$ cat src/rtl/rst_seq_ctrl_pkg.sv
// Shared types and sizing helpers for the reset sequencer.
package rst_seq_ctrl_pkg;

  // Sequencer FSM states.
  typedef enum logic [1:0] {
    ST_STRETCH = 2'd0,
    ST_RELEASE = 2'd1,
    ST_DONE    = 2'd2
  } seq_state_e;

  // The cycle counter has to hold the larger of the two delays, plus one.
  function automatic int unsigned cnt_width(input int unsigned stretch_cycles,
                                            input int unsigned stage_gap);
    int unsigned longest;
    longest = (stretch_cycles > stage_gap) ? stretch_cycles : stage_gap;
    return $clog2(longest + 1);
  endfunction

  // Stage index width, kept at one bit or more so a single-domain build still
  // has a legal vector.
  function automatic int unsigned idx_width(input int unsigned num_domains);
    return (num_domains <= 2) ? 1 : $clog2(num_domains);
  endfunction

endpackage

$ cat src/rtl/rst_seq_ctrl_rst_sync.sv
// Two-flop active-low reset synchronizer: asserts asynchronously, releases
// on the second clk edge after rst_n rises.
module rst_seq_ctrl_rst_sync (
  input  logic clk,
  input  logic rst_n,
  output logic rst_sync_n
);

  logic meta_n;

  // Shift a constant one through two flops; rst_n clears both at once.
  always_ff @(posedge clk or negedge rst_n) begin
    if (!rst_n) begin
      meta_n     <= 1'b0;
      rst_sync_n <= 1'b0;
    end else begin
      meta_n     <= 1'b1;
      rst_sync_n <= meta_n;
    end
  end

endmodule

$ cat src/rtl/rst_seq_ctrl.sv
// Reset sequencer: holds every domain reset low for a stretch period after
// power-on or a software request, then releases the domains one at a time
// from bit 0 upward.
//
// sw_rst_req / sw_rst_ack is a four-phase handshake: the requester raises req
// and holds it; ack rises on the edge the request is accepted (only in DONE
// and only while ack is low); ack falls on the first edge that samples req
// low, whatever the sequencer is doing; a new request needs ack low first.
module rst_seq_ctrl
  import rst_seq_ctrl_pkg::*;
#(
  parameter int unsigned NUM_DOMAINS    = 3,
  parameter int unsigned STRETCH_CYCLES = 16,
  parameter int unsigned STAGE_GAP      = 4
) (
  input  logic                   clk,
  input  logic                   rst_n,
  input  logic                   sw_rst_req,
  output logic                   sw_rst_ack,
  output logic [NUM_DOMAINS-1:0] rst_out_n,
  output logic                   seq_busy,
  output logic                   seq_done
);

  localparam int unsigned CNT_W = cnt_width(STRETCH_CYCLES, STAGE_GAP);
  localparam int unsigned IDX_W = idx_width(NUM_DOMAINS);

  localparam logic [CNT_W-1:0]       STRETCH_LAST = CNT_W'(STRETCH_CYCLES - 1);
  localparam logic [CNT_W-1:0]       GAP_LAST     = CNT_W'(STAGE_GAP - 1);
  localparam logic [IDX_W-1:0]       LAST_IDX     = IDX_W'(NUM_DOMAINS - 1);
  localparam logic [NUM_DOMAINS-1:0] LSB_ONE      = NUM_DOMAINS'(1);

  logic             rst_int_n;
  seq_state_e       state;
  logic [CNT_W-1:0] cnt;
  logic [IDX_W-1:0] idx;
  logic [IDX_W-1:0] idx_nxt;
  logic             accept;

  rst_seq_ctrl_rst_sync u_rst_sync (
    .clk        (clk),
    .rst_n      (rst_n),
    .rst_sync_n (rst_int_n)
  );

  // Next domain to release and the request-acceptance condition.
  always_comb begin
    idx_nxt = idx + 1'b1;
    accept  = (state == ST_DONE) && sw_rst_req && !sw_rst_ack;
  end

  // Acknowledge: set on acceptance, cleared on the first edge that sees req low.
  always_ff @(posedge clk or negedge rst_int_n) begin
    if (!rst_int_n) begin
      sw_rst_ack <= 1'b0;
    end else if (accept) begin
      sw_rst_ack <= 1'b1;
    end else if (sw_rst_ack && !sw_rst_req) begin
      sw_rst_ack <= 1'b0;
    end
  end

  // Sequencer FSM: stretch, staged release (thermometer fill from bit 0), done.
  always_ff @(posedge clk or negedge rst_int_n) begin
    if (!rst_int_n) begin
      state     <= ST_STRETCH;
      cnt       <= '0;
      idx       <= '0;
      rst_out_n <= '0;
      seq_busy  <= 1'b1;
      seq_done  <= 1'b0;
    end else begin
      case (state)
        ST_STRETCH: begin
          if (cnt == STRETCH_LAST) begin
            // The stretch ends on the same edge that releases domain 0.
            cnt       <= '0;
            idx       <= '0;
            rst_out_n <= (rst_out_n << 1) | LSB_ONE;
            if (NUM_DOMAINS == 1) begin
              state    <= ST_DONE;
              seq_busy <= 1'b0;
              seq_done <= 1'b1;
            end else begin
              state <= ST_RELEASE;
            end
          end else begin
            cnt <= cnt + 1'b1;
          end
        end

        ST_RELEASE: begin
          // idx is the most recently released domain; wait out the gap, then
          // release the next one.
          if (cnt == GAP_LAST) begin
            cnt       <= '0;
            idx       <= idx_nxt;
            rst_out_n <= (rst_out_n << 1) | LSB_ONE;
            if (idx_nxt == LAST_IDX) begin
              state    <= ST_DONE;
              seq_busy <= 1'b0;
              seq_done <= 1'b1;
            end
          end else begin
            cnt <= cnt + 1'b1;
          end
        end

        ST_DONE: begin
          if (accept) begin
            state     <= ST_STRETCH;
            cnt       <= '0;
            idx       <= '0;
            rst_out_n <= '0;
            seq_busy  <= 1'b1;
            seq_done  <= 1'b0;
          end
        end

        default: begin
          // Unreachable encoding: fall back into a full reset sequence.
          state     <= ST_STRETCH;
          cnt       <= '0;
          idx       <= '0;
          rst_out_n <= '0;
          seq_busy  <= 1'b1;
          seq_done  <= 1'b0;
        end
      endcase
    end
  end

endmodule

$ cat config.mk
export PLATFORM = sky130hd
export DESIGN_NAME = rst_seq_ctrl
export DESIGN_NICKNAME = d
export VERILOG_FILES = /design/src/rtl/rst_seq_ctrl_pkg.sv /design/src/rtl/rst_seq_ctrl_rst_sync.sv /design/src/rtl/rst_seq_ctrl.sv
export SDC_FILE = /design/constraint.sdc
export NUM_CORES = 1
export LEC_CHECK = 0
export ABC_CLOCK_PERIOD_IN_PS = 800
export CAP_MARGIN = 20
export CORE_MARGIN = 4
export CORE_UTILIZATION = 48
export DETAILED_ROUTE_END_ITERATION = 12
export PLACE_DENSITY = 0.72
export SLEW_MARGIN = 0
export SYNTH_ARGS = -nofsm -noshare
export SYNTH_HDL_FRONTEND = slang
export SYNTH_SLANG_ARGS = --single-unit
$ cat constraint.sdc
create_clock -name clk -period 0.8 [get_ports clk]
set_input_delay 0.08 -clock clk [delete_from_list [all_inputs] [get_ports clk]]
set_output_delay 0.08 -clock clk [all_outputs]
set_load 0.05 [all_outputs]
# Word level (Yosys, flattened, before mapping)
# Cells that the tools add are included.
[totals]
ff_bits = 17
word_cells = 57
[classes]
n_bitwise = 1
reduce_logical = 10
eq_ne = 9
addsub = 2
mux = 26
[ops]
columns = ["cell", "count"]
rows = [
  ["$mux 5", 3],
  ["$pmux 5 s3", 1],
  ["$mux 2", 6],
  ["$pmux 2 s3", 2],
  ["$mux 3", 3],
  ["$pmux 3 s3", 1],
  ["$mux 1", 8],
  ["$ne 2x2->1 const B", 4],
  ["$reduce_and 4->1", 2],
  ["$pmux 1 s3", 2],
  ["$add 5x1->5 const B", 1],
  ["$eq 5x2->1 const B", 1],
  ["$eq 5x4->1 const B", 1],
  ["$eq 2x2->1 const B", 2],
  ["$logic_and 1x1->1", 3],
  ["$reduce_and 3->1", 1],
  ["$add 2x1->2 const B", 1],
  ["$eq 2x1->1 const B", 1],
  ["$logic_not 1->1", 2],
  ["$logic_not 2->1", 1],
  ["$reduce_bool 2->1", 1],
  ["$not 1->1", 1],
]

# Longest topological paths before layout
# Gate-level depths: netlist (run 1).
[depth]
word_depth = 5
ltp_mapped = 9
mapped_depth_nobuf = 8

# Modules after synthesis
# From an unflattened synthesis (run 1), not the netlist that was laid out.
[hier_totals]
cells_unflattened = 84
area_unflattened_um2 = 842.1
[modules_own_cells]
columns = ["mod", "cells_per_inst", "area_per_inst_um2", "n_inst"]
rows = [
  ["rst_seq_ctrl", 81, 788.3, 1],
  ["rst_seq_ctrl_rst_sync", 3, 53.8, 1],
]

# Least setup slack after synthesis (run 1)
# OpenSTA, ideal clock, no wires.
[synth_path]
kind = "reg2reg"
from = "register cnt[0]"
to = "register rst_out_n[0]"
setup_ps = 77
synth_period_minus_slack_ps = 1759
n_path_buf = 1
required_time_ps = 723
arrival_time_ps = 1682
slack_ps = -959
path_stages_with_launch = 10
path_cell_list = "dfrtp_1 ha_1 nand3_1 inv_1 ha_1 or3_1 o21ai_2 buf_6 o21ai_1 o21ai_1"
[synth_between]
elab_chain_cells = 3
[synth_lines]
columns = ["element", "line_no", "text"]
rows = [
  ["from (decl)", "rst_seq_ctrl.sv:35", "logic [CNT_W-1:0] cnt;"],
  ["from (signal assigned)", "rst_seq_ctrl.sv:88", "cnt <= cnt + 1'b1;"],
  ["from (signal assigned)", "rst_seq_ctrl.sv:105", "cnt <= cnt + 1'b1;"],
  ["$eq 5x2->1 or $eq 5x4->1 (tied branches)", "rst_seq_ctrl.sv:95, rst_seq_ctrl.sv:75", ""],
  ["$ne 2x2->1 (no line)", "n/a", ""],
  ["$reduce_and 3->1 (no line) (*)", "n/a", ""],
  ["to (signal assigned)", "rst_seq_ctrl.sv:79", "rst_out_n <= (rst_out_n << 1) | LSB_ONE;"],
  ["to (signal assigned)", "rst_seq_ctrl.sv:98", "rst_out_n <= (rst_out_n << 1) | LSB_ONE;"],
  ["to (decl)", "rst_seq_ctrl.sv:20", "output logic [NUM_DOMAINS-1:0] rst_out_n,"],
]
# Every way passes the cells marked *; elsewhere a longest branch is shown, timed or not.
# A chain may end at the register's enable or synchronous reset.

# Worst setup path in the final report (run 1)
[layout_path]
from = "register cnt[1]"
to = "register cnt[2]"
[layout_between]
elab_chain_cells = 3
[layout_lines]
columns = ["element", "line_no", "text"]
rows = [
  ["$add 5x1->5, or another cell as far along", "rst_seq_ctrl.sv:88, rst_seq_ctrl.sv:105", ""],
  ["$mux 5, on equally long branches", "rst_seq_ctrl.sv:95, rst_seq_ctrl.sv:75", ""],
  ["$pmux 5 s3 (*)", "rst_seq_ctrl.sv:73", "case (state)"],
]
# Marked as above.

==> metrics.md, run 1 <==
| Metric | Value |
|---|---|
| Site Rows | `14` |
| Crit share post-route | `219%` |
| Post-Route WL | `between 2000 and 3000 microns` |
| Non-filler instance count after layout | `139` |
| Die width | `~50 microns` |
| Syn Nets | `85` |
| Port Buffers | `8` |
| Slowest cell on the critical path | `dfrtp_1` |
| H-tree levels | `1` |
| Worst r2r dst | `cnt[2]` |
| Initial antenna violation count | `0` |
| Max IR drop VDD | `2.88 mV` |
| Crit path max fanout | `5` |
| Worst r2r path cells | `8` |
| Synth Warn # | `0` |
| Vias in the first global route | `850` |
| Final hold slack | `0.201 ns` |
| Hold Vio Cnt, Final | `0` |
| TNS Setup | `-12.83 ns` |
| Routability cong. | `between 0.8 and 0.9` |
| Overflow after GRT | `0` |
| DR WL/cell | `19.2 microns` |
| Worst min path class | `reg2async` |
| Final HPWL DP | `between 1000 and 1500 microns` |
| Total power draw | `0.00555 W` |
| Die area | `~2500 sq um` |
| Clock sink total | `17` |
| First-pass GRT wire length | `4200 microns` |
| CTS max path bufs | `2` |
| FF/Latch Area | `around 430 sq um` |
| CP peak stage delay | `~0.44 ns` |
| Layout cells sized above 1 | `around three fifths` |
| CP arrival | `between 1.5 and 2 ns` |
| P&R area growth vs syn | `69.4%` |
| Failing checks | `setup timing` |
| Final-layout fill cell count | `60` |
| Setup WS pre-CTS | `-0.902 ns` |
| Starting Density | `53.1%` |
| Max-Cap Viols | `0` |
| WP data required | `between 1 and 1.5 ns` |
| Yosys cell types | `32` |
| Antenna-violating nets left | `0` |
| Residual DRC count | `0` |
| Top Family by Delay on Critical Path | `simple AND/OR/NAND/NOR gates` |
| Synth Register Bits | `17` |
| CTS Root Cell | `clkbuf_4` |
| Post-synthesis sequential area ratio | `51.0%` |
| Iteration-0 DRC count of the detailed router | `22` |
| PD cells | `between 3000 and 4000 nW/um^2` |
| Prevailing post-synth register cell | `dfrtp_1` |
| RSZ-0062 raised after global routing | `true` |
| Type of origin of the critical path | `flop` |
| Routed vias | `about 780` |
| Clock Pin Slew Worst Setup and Hold Paths | `about 0.11 ns` |
| Pleak | `approximately 0.64 nW` |
| Inserted Clock Buffers | `3` |
| EDFF count, synth | `0` |
| Ports | `9` |
| Setup CP Type | `reg2reg` |
| Cell mode on critical path | `ha_4` |
| Die H | `approximately 50 microns` |
| 1st-pass router iterations | `4` |
| GR Util All Layers | `23.3%` |
| Avg Cell Area, Syn | `between 10 and 15 sq um` |
| Vias per cell | `roughly 5.6` |
| Outcome | `complete, but fails checks` |
| Cell area after synthesis | `about 840 sq um` |
| Skew-Pair Late Insertion Delay | `about 0.29 ns` |
| Multi-input logic area | `474 sq um` |
| Ant. Diodes | `0` |
| Crit. End Element | `flop` |
| # placed instances | `approximately 120` |
| Nets@finish | `about 130` |
| Maximum number of pins on one net before global-route repair | `16` |
| PnR worst setup slack | `-0.948 ns` |
| Post-Syn Instances | `78` |
| Core area | `around 1600 sq um` |
| Slew Limit Fails | `0` |
| CTS tree | `yes` |
| Clock skew | `roughly 0.003 ns` |
| R2R setup slack | `-0.95 ns` |
| Worst r2r src | `cnt[1]` |
| WP buf/inv | `1` |
| Crit path time final | `between 1.5 and 2 ns` |
| Max Clk Rate | `~570 MHz` |
| Final setup fails | `21` |
| Fraction of registers with async set/reset | `100%` |
| CP Cell Sequence | `ha_4 -> nand3_2 -> inv_2 -> ha_4 -> or3_4 -> o21ai_4 -> nand3b_1 -> o21ai_2` |
how the worst max path moves through the flow:
stage	start	end	slack (ns)	cells past startpoint
after global routing	cnt[1]	cnt[2]	-1.00	8
after floorplan	cnt[0]	rst_out_n[0]	-0.90	9
after global placement	cnt[1]	rst_out_n[1]	-0.85	9
after CTS	cnt[0]	rst_out_n[1]	-0.88	9
final	cnt[1]	cnt[2]	-0.95	8
after detailed placement	cnt[1]	rst_out_n[1]	-0.90	9
kinds of logic after synthesis:
kind of cell / after synthesis / synth area share (%)
compound gates: 23 / 20.8
simple gates: 21 / 14.5
flops: 17 / 51.0
buf+inv: 11 / 6.28
fa+ha+maj: 4 / 5.98
xor+xnor: 1 / 1.05
other cells: 1 / 0.448
area by class of cell:
type	count	share of cell area, %
clock buffers	4	1.85
inverters	8	2.12
multi-input cells	50	33.5
flip-flops and latches	17	30.2
well taps	16	1.41
repair buffers	44	31.0
cells in the mapped netlist (2+ instances only):
cell / instances / area (sq um)
dfrtp_1: 16 / 400
o41ai_1: 2 / 17.5
o31ai_2: 2 / 25.0
o21ai_1: 7 / 35.0
nand3_1: 3 / 15.0
o21ai_2: 5 / 43.8
nand2_1: 2 / 7.51
ha_1: 4 / 50.1
nor3_1: 2 / 10.0
nor2_1: 7 / 26.3
inv_1: 7 / 26.3
cells in the final DEF, fill, tap and decap left out, drive strengths merged:
cell,netlist,routed
a211oi,1,1
a21oi,2,2
a221o,1,1
a22o,1,1
and3,1,1
buf,2,41
clkbuf,1,4
clkdlybuf4s50,0,2
clkinv,1,1
conb,1,1
dfrtp,16,16
dfstp,1,1
dlygate4sd3,0,1
ha,4,4
inv,7,7
nand2,2,2
nand2b,1,1
nand3,3,3
nand3b,1,1
nor2,8,8
nor2b,1,1
nor3,2,2
nor4b,1,1
o21a,1,1
o21ai,13,13
o31ai,2,2
o41ai,2,2
or3,1,1
xnor2,1,1
routing by layer:
metal  share of wire, %  track usage [%]  up-vias
li1                   -                -      361
met1                 41             26.5      393
met2                 55             41.9       20
met3                3.3             4.22        2
met4               0.60             10.6        0
met5                  0                0        -
report_power, final:
group | switching (W) | internal (W) | total [W]
Sequential | 0.000317 | 0.00118 | 0.00150
Clock | 0.000296 | 0.000194 | 0.000490
Combinational | 0.00175 | 0.00181 | 0.00356
flip-flops by register name, indices dropped and copies added (netlist names):
name and cells:
cnt 5, idx 2, rst_out_n 3, seq_busy 1, seq_done 1, state 2, sw_rst_ack 1, u_rst_sync.meta_n 1
u_rst_sync.rst_sync_n 1
stage by stage:
step | util [%] | area [sq um]
floorplan | - | 862
global placement | 75.1 | 1180
detailed placement | 75.1 | 1180
CTS | 84.8 | 1340
global route | 89.9 | 1420
finish | 89.9 | 1420
what timing repair did:
action,CTS,global route
setup buffers,8,4
hold buffers,1,0
pin swaps,2,12
gates resized for setup,13,12
endpoints found under the hold margin,2,0
cloned,0,0
endpoints found under the setup margin,21,21
Note: power is estimated with default switching activity, not from simulation.
==> run 2: changes to the inputs <==
- CAP_MARGIN: 20 -> 10
==> results of run 2 <==
Final layout, timing and power as in run 1 (identical DEF).
==> run 3: changes to the inputs <==
- CTS_CLUSTER_SIZE: not set -> 40
==> results of run 3 <==
Final layout, timing and power as in run 1 (identical DEF).
